--- src/rtl/mdio_master.sv ---
// MDIO management master. It serialises one 32-bit frame (ST/OP/PHYAD/REGAD/
// TA/data) after an optional preamble of ones. Each bit is 2*CLK_DIV clk
// cycles long, with mdc low for the first half and high for the second half.
// For read frames (OP=2'b10) the pad is released from bit 17 onward. In that
// case data bits 15..0 are sampled on the mdc rising edge.
module mdio_master #(
  parameter int CLK_DIV      = 2,
  parameter int PREAMBLE_LEN = 32
) (
  input  logic        clk,
  input  logic        reset,
  input  logic        transmit_we,
  input  logic [31:0] transmit_data_in,
  output logic        transmit_ready,
  input  logic        receive_re,
  output logic [15:0] receive_data,
  output logic        receive_valid,
  output logic        busy,
  output logic        mdc,
  output logic        mdio_out,
  output logic        mdio_oe,
  input  logic        mdio_in
);

  localparam int                DIV_W    = (CLK_DIV > 1) ? $clog2(CLK_DIV) : 1;
  localparam logic [DIV_W-1:0]  DIV_LAST = DIV_W'(CLK_DIV - 1);
  localparam logic [4:0]        PRE_LAST = 5'((PREAMBLE_LEN > 0) ? PREAMBLE_LEN - 1 : 0);

  typedef enum logic [1:0] {IDLE, PREAMBLE, FRAME, DONE} state_e;

  state_e             state_q, state_d;
  logic [31:0]        frame_q, frame_d;
  logic [4:0]         bit_q, bit_d;
  logic [DIV_W-1:0]   div_q, div_d;
  logic               mdc_q, mdc_d;
  logic               out_q, out_d;
  logic               oe_q, oe_d;
  logic [15:0]        shift_q, shift_d;
  logic [15:0]        rdata_q, rdata_d;
  logic               rvalid_q, rvalid_d;
  logic               is_read;
  logic               half_end;
  logic               load_bit;

  assign is_read        = (frame_q[29:28] == 2'b10);
  assign half_end       = (div_q == DIV_LAST);
  assign transmit_ready = (state_q == IDLE);
  assign busy           = (state_q != IDLE);
  assign mdc            = mdc_q;
  assign mdio_out       = out_q;
  assign mdio_oe        = oe_q;
  assign receive_data   = rdata_q;
  assign receive_valid  = rvalid_q;

  // Next-state logic: bit timing, frame sequencing and pad drive for the next bit.
  always_comb begin
    // NOTE: every signal gets a default first so no path leaves it unassigned (no latches).
    state_d  = state_q;
    frame_d  = frame_q;
    bit_d    = bit_q;
    div_d    = div_q;
    mdc_d    = mdc_q;
    out_d    = out_q;
    oe_d     = oe_q;
    shift_d  = shift_q;
    rdata_d  = rdata_q;
    rvalid_d = rvalid_q;
    load_bit = 1'b0;

    // An acknowledge that lands on the completion cycle of a read loses to the set.
    if (receive_re && !(state_q == DONE && is_read)) rvalid_d = 1'b0;

    case (state_q)
      IDLE: begin
        div_d = '0;
        mdc_d = 1'b0;
        oe_d  = 1'b0;
        out_d = 1'b1;
        if (transmit_we) begin
          frame_d  = transmit_data_in;
          load_bit = 1'b1;
          if (PREAMBLE_LEN == 0) begin
            state_d = FRAME;
            bit_d   = 5'd31;
          end else begin
            state_d = PREAMBLE;
            bit_d   = PRE_LAST;
          end
        end
      end
      PREAMBLE, FRAME: begin
        if (!half_end) begin
          div_d = div_q + DIV_W'(1);
        end else begin
          div_d = '0;
          mdc_d = ~mdc_q;
          if (!mdc_q) begin
            // mdc rising: sample the PHY during the data field of a read.
            if (state_q == FRAME && is_read && bit_q <= 5'd15)
              shift_d = {shift_q[14:0], mdio_in};
          end else if (bit_q != 5'd0) begin
            bit_d    = bit_q - 5'd1;
            load_bit = 1'b1;
          end else if (state_q == PREAMBLE) begin
            state_d  = FRAME;
            bit_d    = 5'd31;
            load_bit = 1'b1;
          end else begin
            state_d = DONE;
            oe_d    = 1'b0;
            out_d   = 1'b1;
            if (is_read) begin
              rdata_d  = shift_q;
              rvalid_d = 1'b1;
            end
          end
        end
      end
      DONE: begin
        state_d = IDLE;
        mdc_d   = 1'b0;
        oe_d    = 1'b0;
        out_d   = 1'b1;
      end
      default: state_d = IDLE;
    endcase

    // Pad drive for the bit that starts now (mdc entering its low phase).
    if (load_bit) begin
      oe_d  = 1'b1;
      out_d = 1'b1;
      if (state_d == FRAME) begin
        if (frame_d[29:28] == 2'b10 && bit_d <= 5'd17) oe_d = 1'b0;
        else                                           out_d = frame_d[bit_d];
      end
    end
  end

  // State registers with asynchronous reset to the idle pad state.
  always_ff @(posedge clk or negedge reset) begin
    if (!reset) begin
      state_q  <= IDLE;
      frame_q  <= '0;
      bit_q    <= '0;
      div_q    <= '0;
      mdc_q    <= 1'b0;
      out_q    <= 1'b1;
      oe_q     <= 1'b0;
      shift_q  <= '0;
      rdata_q  <= '0;
      rvalid_q <= 1'b0;
    end else begin
      // NOTE: non-blocking assignments so every register samples pre-edge values.
      state_q  <= state_d;
      frame_q  <= frame_d;
      bit_q    <= bit_d;
      div_q    <= div_d;
      mdc_q    <= mdc_d;
      out_q    <= out_d;
      oe_q     <= oe_d;
      shift_q  <= shift_d;
      rdata_q  <= rdata_d;
      rvalid_q <= rvalid_d;
    end
  end

endmodule

--- config.mk ---
export PLATFORM = sky130hd
export DESIGN_NAME = mdio_master
export DESIGN_NICKNAME = d
export VERILOG_FILES = /design/src/rtl/mdio_master.sv
export SDC_FILE = /design/constraint.sdc
export NUM_CORES = 1
export LEC_CHECK = 0
export CAP_MARGIN = 20
export CORE_ASPECT_RATIO = 0.5
export CORE_UTILIZATION = 58
export CTS_CLUSTER_DIAMETER = 80
export CTS_CLUSTER_SIZE = 25
export DETAILED_ROUTE_END_ITERATION = 10
export MAX_ROUTING_LAYER = met4
export PLACE_DENSITY = 0.95
export SLEW_MARGIN = 20
export SYNTH_ARGS = -nofsm -noshare
export SYNTH_HDL_FRONTEND = slang
export SYNTH_SLANG_ARGS = --single-unit
export TNS_END_PERCENT = 10
--- constraint.sdc ---
create_clock -name clk -period 4.65 [get_ports clk]
set_input_delay 1.1625 -clock clk [delete_from_list [all_inputs] [get_ports clk]]
set_output_delay 1.1625 -clock clk [all_outputs]
set_load 0.05 [all_outputs]
==> run summary <==
In this run the cell area of the synthesized design comes to 3697 µm². For this configuration, the core starts out at a cell density of 60.55%. Worst-case vdd ir drop: 0.2648 mV. For the overall global routing resource usage, the log shows 29.75%.

The floorplan step defined a core boundary enclosing 6106 µm². After detailed routing, the number of remaining DRC violations is 0. In the synthesized netlist the dominant register cell turns out to be sky130_fd_sc_hd__dfrtp_1. The origin of the critical flop-to-flop path was state_q[0]$_DFF_PN0_. Sequential cells were found to cover 51.47% of the synthesized design area. The logs give 0 for the post-detailed-route count of antenna-violating nets and 276.4 MHz for the fmax. Global routing finished with a remaining overflow of 0.

The wire length of the first global-routing pass was 14,260 µm; the relative area change from synthesis to final layout was 24.87%. The power density of the placed cells is 613.2 nW/µm². The worst register-to-register path has a depth of 9.

The tightest hold path in the finished design has a slack of 470.7 ps. The floorplan step set the die height to 58.46 µm. Clock tree synthesis found a total of 76 sinks. The worst setup path is captured at a flop. The final routed wire length divided by cell count is 19.87 µm. Setup violations remaining at the end of the flow were counted as 0. For the initial antenna violation count, the log shows 0. The overall die area came out at 6717 µm². The tools report the cell total after placement as 427. The final weighted congestion in routability-driven placement was 0.8916; the total inserted antenna cells was 0. Clock slew at the register clock pins of the worst setup and hold paths: 60 ps.

The tools report the end of the worst register-to-register path as mdio_out$_DFFE_PN1P_. At the worst endpoint, the required time is 4890 ps. Setup repair after global routing left no endpoint under its margin. The run gives 443 as the number of cells in the finished layout apart from fillers. The worst hold path terminates at receive_valid$_DFF_PN0_. The root buffer cell chosen for the clock tree is sky130_fd_sc_hd__clkbuf_16. After synthesis, the cell types taking the most area are sky130_fd_sc_hd__dfrtp_1 (51%), sky130_fd_sc_hd__mux2_2 (19%), sky130_fd_sc_hd__mux2i_1 (4.6%), sky130_fd_sc_hd__ha_1 (2.0%), sky130_fd_sc_hd__nand2_1 (1.6%).

Counting every net in the synthesized netlist gives 336. Top cell type by total area after synthesis: sky130_fd_sc_hd__dfrtp_1. The first detailed-routing pass ran for 6 iterations. Counting instances, the worst hold path has a depth of 2.

TritonCTS built the clock tree. The tools report the number of distinct library cells after synthesis as 51. The number of hold buffers added after CTS was 0.

The total number of placement rows is 20. The via-per-instance ratio is 5.968. The clock passes through at most 2 buffers. Summed over all cells, the static leakage comes to 2.027 nW. Of all nets on the critical path, the largest fanout is 24. During synthesis, Yosys emitted a total of 0 warnings.

The buffers inserted during post-CTS setup optimization was 0; the CTS buffer count was 9. The critical path arrival came out at 3860 ps. The worst setup path is launched from an input port.

In the final timing run, aggregate negative setup slack is 0 ps. Width of the die: 114.9 µm. For the count of final hold-check violations, the log shows 0. Number of synthesized flops with an enable pin: 0. In this run, post-CTS repair resized a total of 0 instances. Across all layers, the routed design uses 2,644 vias. After synthesis, the largest area contributor takes up 50.76% of total cell area. The wire-length estimate of the detail-placed layout is 5751 µm. For the pin with the worst max-slew slack, the measured transition is 969.5 ps. The clock insertion delay at the later pin of the skew report is 330 ps, and the average footprint of a synthesized cell is 12.62 µm². In this run the register-to-register setup slack is 1320 ps.

The run gives 2,752 as the via count of the first global-routing pass. Entering global routing, the biggest net connects 65 pins. The min-delay analysis places its worst path in the category reg -> reg. For the final max-slew violation count, the log shows 0.

The post-route clock skew is 4.199 ps. Among all cell types in the netlist, the one instantiated most often is sky130_fd_sc_hd__dfrtp_1. Overall power consumption after layout is estimated at 2.831 mW. The final layout contains 393 nets. The commonest cells after synthesis are sky130_fd_sc_hd__dfrtp_1 (75), sky130_fd_sc_hd__mux2_2 (63), sky130_fd_sc_hd__mux2i_1 (17), sky130_fd_sc_hd__nand2_1 (16), sky130_fd_sc_hd__inv_1 (12). In the final layout, the share of cells above drive strength 1 is 27.04%. The critical path is of the in -> reg type.

The count of buffers added on input and output ports is 58. The cell count after synthesis came out at 293. In this run the tightest slew margin relative to its limit is 35.17%. Max-cap violations in this run came to 0. The tools report the detailed router's first-iteration violation count as 205. The time the final worst path needs with I/O delays and setup is 3618 ps. The post-route clock period utilization was 77.81%. The startpoint identified for the worst hold timing path is receive_valid$_DFF_PN0_.

At the end of the flow the core is filled with cells to 75.61%. CTS built an H-tree with a depth of 3. The run finished with clean final reports. The fraction of synthesis flops using an asynchronous set or reset pin is 100.0%. The post-synthesis sequential element count was 76; the final routed wirelength across all metal layers was 8802 µm. 59 I/O pins were placed.
cells by family after synthesis:
kind of cell / after synthesis / synth area share (%)
AO/OA/AOI/OAI: 41 / 9.205
XOR/XNOR: 1 / 0.2369
AND/OR/NAND/NOR: 59 / 9.171
flip-flops: 76 / 51.47
buffers and inverters: 30 / 4.095
adder cells (fa/ha/maj): 6 / 2.030
multiplexers: 80 / 23.79
layout make-up:
class	instances	area [µm²]
multi-input combinational	187	1643
tap	88	110.1
fill	352	1489
inverter	14	52.55
timing repair buffer	62	605.6
sequential	76	1903
clock buffer	10	229.0
clock inverter	6	73.82
power breakdown:
part / internal, mW / switching, mW
logic: 0.497 / 0.671
registers: 0.842 / 0.124
clock network: 0.421 / 0.276
per-stage QoR:
step	instance area, µm²	setup slack (ps)
final	4617	1032
after global routing	4617	965.6
after CTS	4617	1100
after detailed placement	4314	930.9
after global placement	4314	1058
after floorplan	3697	1793
metal layers:
metal,vias up,GRT usage (%),part of all wire (%)
met5,-,-,0
met4,0,13.17,2.8
met3,27,6.385,5.6
met2,112,50.00,50
met1,1338,35.29,42
li1,1167,-,-
cells in the final DEF, fill, tap and decap left out, types with 2 or more instances in the layout:
cell type | synthesis | layout
sky130_fd_sc_hd__o31a_1 | 2 | 2
sky130_fd_sc_hd__ha_1 | 6 | 6
sky130_fd_sc_hd__buf_4 | 0 | 4
sky130_fd_sc_hd__a31oi_1 | 2 | 2
sky130_fd_sc_hd__clkbuf_16 | 0 | 9
sky130_fd_sc_hd__mux2_2 | 63 | 63
sky130_fd_sc_hd__nand3_1 | 6 | 6
sky130_fd_sc_hd__a21oi_1 | 5 | 5
sky130_fd_sc_hd__a211oi_1 | 2 | 2
sky130_fd_sc_hd__nor4_1 | 2 | 2
sky130_fd_sc_hd__o21ai_0 | 7 | 7
sky130_fd_sc_hd__o31ai_1 | 2 | 2
sky130_fd_sc_hd__dfrtp_1 | 75 | 75
sky130_fd_sc_hd__or3_1 | 3 | 3
sky130_fd_sc_hd__nand4_1 | 3 | 3
sky130_fd_sc_hd__and2_1 | 3 | 3
sky130_fd_sc_hd__inv_1 | 12 | 12
sky130_fd_sc_hd__inv_2 | 2 | 2
sky130_fd_sc_hd__or2_1 | 2 | 2
sky130_fd_sc_hd__a211oi_2 | 3 | 3
sky130_fd_sc_hd__o22a_1 | 4 | 4
sky130_fd_sc_hd__clkinvlp_4 | 0 | 2
sky130_fd_sc_hd__o32ai_1 | 2 | 2
sky130_fd_sc_hd__nand2_1 | 16 | 16
sky130_fd_sc_hd__clkinv_4 | 0 | 2
sky130_fd_sc_hd__mux2i_1 | 17 | 17
sky130_fd_sc_hd__o211ai_1 | 2 | 2
sky130_fd_sc_hd__nor2b_1 | 2 | 2
sky130_fd_sc_hd__nor2_1 | 8 | 8
sky130_fd_sc_hd__clkdlybuf4s50_1 | 0 | 57
sky130_fd_sc_hd__nand2b_1 | 5 | 5
worst max-delay path by stage:
stage                     start                    to  slack (ps)  cells past startpoint
floorplan           transmit_we   mdio_oe$_DFFE_PN0P_        1790                      7
finish              transmit_we  mdio_out$_DFFE_PN1P_        1030                      8
global placement    transmit_we  mdio_out$_DFFE_PN1P_        1060                      9
detailed placement  transmit_we  mdio_out$_DFFE_PN1P_         930                      8
global route        transmit_we  mdio_out$_DFFE_PN1P_         970                      9
CTS                 transmit_we  mdio_out$_DFFE_PN1P_        1100                      8
worst max-delay path, cell delays in order:
cell and delay, ps:
sky130_fd_sc_hd__clkdlybuf4s50_1 530, sky130_fd_sc_hd__and2_1 480, sky130_fd_sc_hd__buf_4 410, sky130_fd_sc_hd__mux2_2 410, sky130_fd_sc_hd__mux2i_1 220, sky130_fd_sc_hd__nor4_1 100
sky130_fd_sc_hd__nor4_1 370, sky130_fd_sc_hd__a31oi_1 150
flip-flops by register name (all words and copies together), names as in the netlist:
signal	flops
receive_data	16
mdc	1
shift_q	16
mdio_oe	1
mdio_out	1
state_q	2
bit_q	5
receive_valid	1
frame_q	32
div_q	1
Note: power is estimated with default switching activity, not from simulation.
